<file path="src/rtl/regfile_wb_arbiter.sv">
// Write-side master for the register file: merges the in-order pipeline writeback
// with buffered long-latency results and tracks outstanding LU destinations.
module regfile_wb_arbiter #(
    parameter int XLEN         = 32,
    parameter int DEPTH        = 4,
    parameter int STARVE_LIMIT = 8
) (
    input  logic                       clk,
    input  logic                       rst,
    input  logic                       pipe_valid,
    input  logic [4:0]                 pipe_rd,
    input  logic [XLEN-1:0]            pipe_data,
    input  logic                       lu_valid,
    output logic                       lu_ready,
    input  logic [4:0]                 lu_rd,
    input  logic [XLEN-1:0]            lu_data,
    input  logic                       iss_valid,
    input  logic [4:0]                 iss_rd,
    output logic                       stall_req,
    output logic                       RegWrite,
    output logic [4:0]                 rd,
    output logic [XLEN-1:0]            write_data,
    output logic [31:0]                pending_mask,
    output logic [$clog2(DEPTH+1)-1:0] fifo_count
);
    localparam int AW = $clog2(DEPTH);
    localparam int CW = $clog2(DEPTH+1);
    localparam int SW = $clog2(STARVE_LIMIT+1);

    // Data lives in a RAM-style array read only into the output register; the small
    // tag array is read combinationally so the scoreboard clear can coincide with the write.
    logic [XLEN-1:0] data_mem [DEPTH];
    logic [4:0]      tag_mem  [DEPTH];

    logic [AW-1:0]   wr_ptr_reg;
    logic [AW-1:0]   rd_ptr_reg;
    logic [CW-1:0]   count_reg;
    logic [CW-1:0]   count_next;
    logic [SW-1:0]   starve_reg;
    logic [SW-1:0]   starve_next;
    logic            reg_write_reg;
    logic [4:0]      rd_reg;
    logic [XLEN-1:0] write_data_reg;
    logic [31:0]     pending_reg;

    logic            pipe_req;
    logic            fifo_empty;
    logic            push;
    logic            pop;
    logic [4:0]      head_rd;
    logic [31:0]     set_vec;
    logic [31:0]     clr_vec;

    assign pipe_req   = pipe_valid && (pipe_rd != 5'd0);
    assign fifo_empty = (count_reg == '0);
    assign lu_ready   = rst && (count_reg < CW'(DEPTH));
    assign push       = lu_valid && lu_ready && (lu_rd != 5'd0);
    assign pop        = !pipe_req && !fifo_empty;
    assign head_rd    = tag_mem[rd_ptr_reg];

    always_comb begin
        count_next = count_reg;
        if (push && !pop) begin
            count_next = count_reg + CW'(1);
        end else if (!push && pop) begin
            count_next = count_reg - CW'(1);
        end
    end

    // Counts consecutive cycles the queued head loses the port to the pipeline.
    always_comb begin
        starve_next = '0;
        if (!fifo_empty && pipe_req) begin
            if (starve_reg == SW'(STARVE_LIMIT)) begin
                starve_next = starve_reg;
            end else begin
                starve_next = starve_reg + SW'(1);
            end
        end
    end

    genvar gi;
    assign set_vec[0] = 1'b0;
    assign clr_vec[0] = 1'b0;
    for (gi = 1; gi < 32; gi++) begin : g_sb
        assign set_vec[gi] = iss_valid && (iss_rd == 5'(gi));
        assign clr_vec[gi] = pop && (head_rd == 5'(gi));
    end

    always_ff @(posedge clk) begin
        if (push) begin
            data_mem[wr_ptr_reg] <= lu_data;
            tag_mem[wr_ptr_reg]  <= lu_rd;
        end
    end

    always_ff @(posedge clk) begin
        if (!rst) begin
            wr_ptr_reg     <= '0;
            rd_ptr_reg     <= '0;
            count_reg      <= '0;
            starve_reg     <= '0;
            reg_write_reg  <= 1'b0;
            rd_reg         <= 5'd0;
            write_data_reg <= '0;
            pending_reg    <= '0;
        end else begin
            count_reg   <= count_next;
            starve_reg  <= starve_next;
            // A new issue to the same register outranks the retiring write.
            pending_reg <= (pending_reg & ~clr_vec) | set_vec;
            if (push) begin
                wr_ptr_reg <= wr_ptr_reg + AW'(1);
            end
            if (pipe_req) begin
                reg_write_reg  <= 1'b1;
                rd_reg         <= pipe_rd;
                write_data_reg <= pipe_data;
            end else if (pop) begin
                reg_write_reg  <= 1'b1;
                rd_reg         <= head_rd;
                write_data_reg <= data_mem[rd_ptr_reg];
                rd_ptr_reg     <= rd_ptr_reg + AW'(1);
            end else begin
                reg_write_reg  <= 1'b0;
            end
        end
    end

    assign stall_req    = (starve_reg == SW'(STARVE_LIMIT));
    assign RegWrite     = reg_write_reg;
    assign rd           = rd_reg;
    assign write_data   = write_data_reg;
    assign pending_mask = pending_reg;
    assign fifo_count   = count_reg;

endmodule

</file>
<file path="config.mk">
export PLATFORM = sky130hd
export DESIGN_NAME = regfile_wb_arbiter
export DESIGN_NICKNAME = d
export VERILOG_FILES = /design/src/rtl/regfile_wb_arbiter.sv
export SDC_FILE = /design/constraint.sdc
export NUM_CORES = 1
export LEC_CHECK = 0
export ABC_CLOCK_PERIOD_IN_PS = 2580
export CAP_MARGIN = 20
export CORE_MARGIN = 10
export CORE_UTILIZATION = 48
export DETAILED_ROUTE_END_ITERATION = 10
export PLACE_DENSITY = 0.8
export SLEW_MARGIN = 0
export SYNTH_ARGS = -nofsm -noshare
export SYNTH_HDL_FRONTEND = slang
export SYNTH_SLANG_ARGS = --single-unit
</file>
<file path="constraint.sdc">
create_clock -name clk -period 2.58 [get_ports clk]
set_input_delay 0.774 -clock clk [delete_from_list [all_inputs] [get_ports clk]]
set_output_delay 0.774 -clock clk [all_outputs]
set_load 0.05 [all_outputs]
</file>
==> results.md <==
- Yosys reg bits: between 200 and 250
- Nets: approximately 960
- Placed Area: between 10000 and 15000 sq um
- Register area share after synthesis: about two thirds
- Final hold viol count: 0
- Clock transition at path regs: ~0.07 ns
- First-pass GRT wire length: between 30000 and 40000 microns
- Crit-path cells: clkdlybuf4s50_1
- Async set or reset register ratio after synthesis: 0%
- # hold bufs at CTS: 0
- Clock power frac: around a third
- Hold Crit Start: write_data[28]$_SDFFE_PN0P_
- Critical Path Max Stage Delay: 0.84 ns
- Internal: between 7000 and 8000 uW
- Port-buffer cells: 157
- Clock Sinks: between 200 and 250
- Clk root buf: clkbuf_16
- Antenna Nets Post-Route: 0
- EDFF count, synth: 148
- Final max-slew violation count: 0
- Critical path buffers and inverters: 1
- Sw Share: about a third
- Crit path launch type: flop
- Die area: ~25000 sq um
- Cell variety after synth: 45
- Depth of the worst register-to-register path: 4
- Setup violations, final: 0
- Worst Tran Pin Value: around 0.73 ns
- Critical path's top delay family: buffers and inverters
- Layout Skew: 0.007881 ns
- Yosys warning count: 0
- Worst rel slew slack: 51.41%
- Num rows: 50
- Worst-skew pair later-pin latency: 0.50 ns
- HP Class: reg2reg
- Crit path depth: 1
- RD Place Congestion: 0.8666
- Leak: 0.004137 uW
- Net Count, Synth: between 700 and 800
- Fillers: approximately 1.3k
- Vias per cell: between 5 and 6
- TritonCTS clock tree: built
- IO Pins: approximately 160
- Max reg flops: between 100 and 150
- Layout area overhead: 33.40%
- Synth Flop Type: edfxtp_1
- DRC: 0
- Fin area: 12150 sq um
- CTS Buf Count: 22
- Crit. Startpoint: write_data[31]$_SDFFE_PN0P_
- Outcome: finished, final reports clean
- Post-CTS Setup Bufs: 0
- Hpwl dp: ~16000 microns
- Drt first pass iters: 4
- N_diodes: 0
- Layout cells sized above 1: about 17%
- Critical path required time: approximately 1.8 ns
- Slowest CP cell: clkdlybuf4s50_1
- Cells after Synth: slightly below 700
- H-tree Lvls: 1
- Worst-path fanout max: 2
- Final wirelength: approximately 24000 microns
- Core ar.: 18710 sq um
- Net Sw Power: 3547 uW
- Total grt overflow: 0
- Syn Std Cell Area: approximately 9100 sq um
- Number of global-route vias before repair: roughly 6.6k
- DR vias: between 6k and 7k
- Final worst slack: 0.06867 ns
- Syn Area/Cell: 13.37 sq um
- WL/cell: 21.03 microns
- Setup TNS: 0 ns
- Longest Clk Path Bufs: 3
- Hold path cells: 2
- Crit path DAT: between 1.5 and 2 ns
- Chip height: roughly 160 microns
- Starting DRC count in detailed routing: ~550
- Max-cap viol count: 0
- CP Capture Type: output port
- Max Clock Freq: between 300 and 400 MHz
- Largest net degree at the start of global routing: 79
- GR Util All Layers: 18.46%
- Seq pwr share: between 40% and 50%
- Worst vdd ir: 0.5119 mV
- Tmin final: 2.511 ns
- RSZ-0062 raised after global routing: false
- Cell Pwr Density: 909.3 nW/um^2
- Die X: about 160 microns
- Period utilization: between 90% and 100%
- Initial Util: 48.69%
- Comb power frac: between 20% and 30%
- Setup WS pre-CTS: -0.4858 ns
- Initial antenna violation count: 1
- Setup CP Type: reg2out
[worst paths after layout]
kind / endpoint / slack, ns
setup / recovery: write_data[31] / 0.07
hold / removal: write_data[28]$_SDFFE_PN0P_ / 0.48
setup reg to reg: pending_mask[1]$_SDFF_PN0_ / 0.40
hold reg to reg: write_data[28]$_SDFFE_PN0P_ / 0.48
[power by group through the flow]
stage / registers (uW) / clock network, uW / logic [uW]
final: 4430 / 3470 / 3150
after global routing: 4460 / 3640 / 3410
after CTS: 4430 / 3510 / 3180
after detailed placement: 4500 / 0 / 3160
after global placement: 4490 / 0 / 3110
after floorplan: 4980 / 0 / 1490
[cells in the mapped netlist, drive strengths merged (5+ instances only)]
| cell type | count | area, sq um |
|---|---|---|
| edfxtp | 148 | 4444 |
| nor2 | 43 | 161.4 |
| inv | 5 | 18.77 |
| o21ai | 69 | 345.3 |
| buf | 5 | 33.78 |
| dfxtp | 82 | 1642 |
| nand2 | 104 | 390.4 |
| ha | 7 | 87.58 |
| a31oi | 63 | 394.1 |
| and2 | 11 | 68.82 |
| xnor2 | 6 | 52.55 |
| clkbuf | 40 | 150.1 |
| nor2b | 6 | 37.54 |
| mux4 | 37 | 837.1 |
[layer usage]
layer	vias up	global-route usage (%)	part of all wire, %	wire (microns)
li1	2940	-	-	-
met5	-	0	0.055	13
met3	48	4.912	9.9	2330
met1	3107	22.63	39	9221
met2	303	31.18	49	11460
met4	2	5.744	2.3	551
[through the flow]
step | utilization (%) | instances | hold WS, ns | power, uW
floorplan | - | 681 | 0.4690 | 6472
global placement | 60.68 | 1081 | 0.4629 | 7601
detailed placement | 60.68 | 1081 | 0.4642 | 7659
CTS | 64.88 | 1121 | 0.4791 | 11120
global route | 64.95 | 1121 | 0.5022 | 11510
finish | 64.95 | 1121 | 0.4774 | 11050
[cells by family after synthesis]
family | after synthesis | share of synthesized area [%]
other | 1 | 0.04117
DFF | 230 | 66.82
AOI/OAI and AO/OA | 146 | 9.493
buffers and inverters | 50 | 2.226
and+or+nand+nor | 199 | 10.06
xor gates and xnor gates | 8 | 0.7694
muxes | 39 | 9.411
adders and majority gates | 8 | 1.181
[repair_timing]
action                                  4_1_cts  5_1_grt
gates resized for setup                       3        6
endpoints found under the setup margin        3        2
pin swaps                                     0        0
gates cloned                                  0        0
[final cells by class]
class                   instances  area, sq um  area share [%]
multi-input cells             401         2877           23.68
clock inverters                14        188.9           1.555
inverters                       5        18.77          0.1545
well taps                     234        292.8           2.410
clock buffers                  26        596.8           4.912
flip-flops and latches        230         6088           50.11
repair buffers                211         2087           17.18
[cells in the final DEF, fill, tap and decap left out, drive strengths merged, types with 3 or more instances in the layout]
cell type and count:
clkbuf 26, nand4 3, nand2 104, inv 7, clkinv 6, or3 4
nand2b 4, nor2 43, a31oi 63, ha 7, nand3 4, nand4b 3
bufinv 4, o21ai 69, and2 11, clkdlybuf4s50 148, nor3b 3, dfxtp 82
nor2b 6, xnor2 6, a21boi 4, o221a 3, nor3 4, edfxtp 148
nand4bb 3, dlymetal6s2s 4, buf 57, mux4 37
Power figures use the tool's default switching activity.
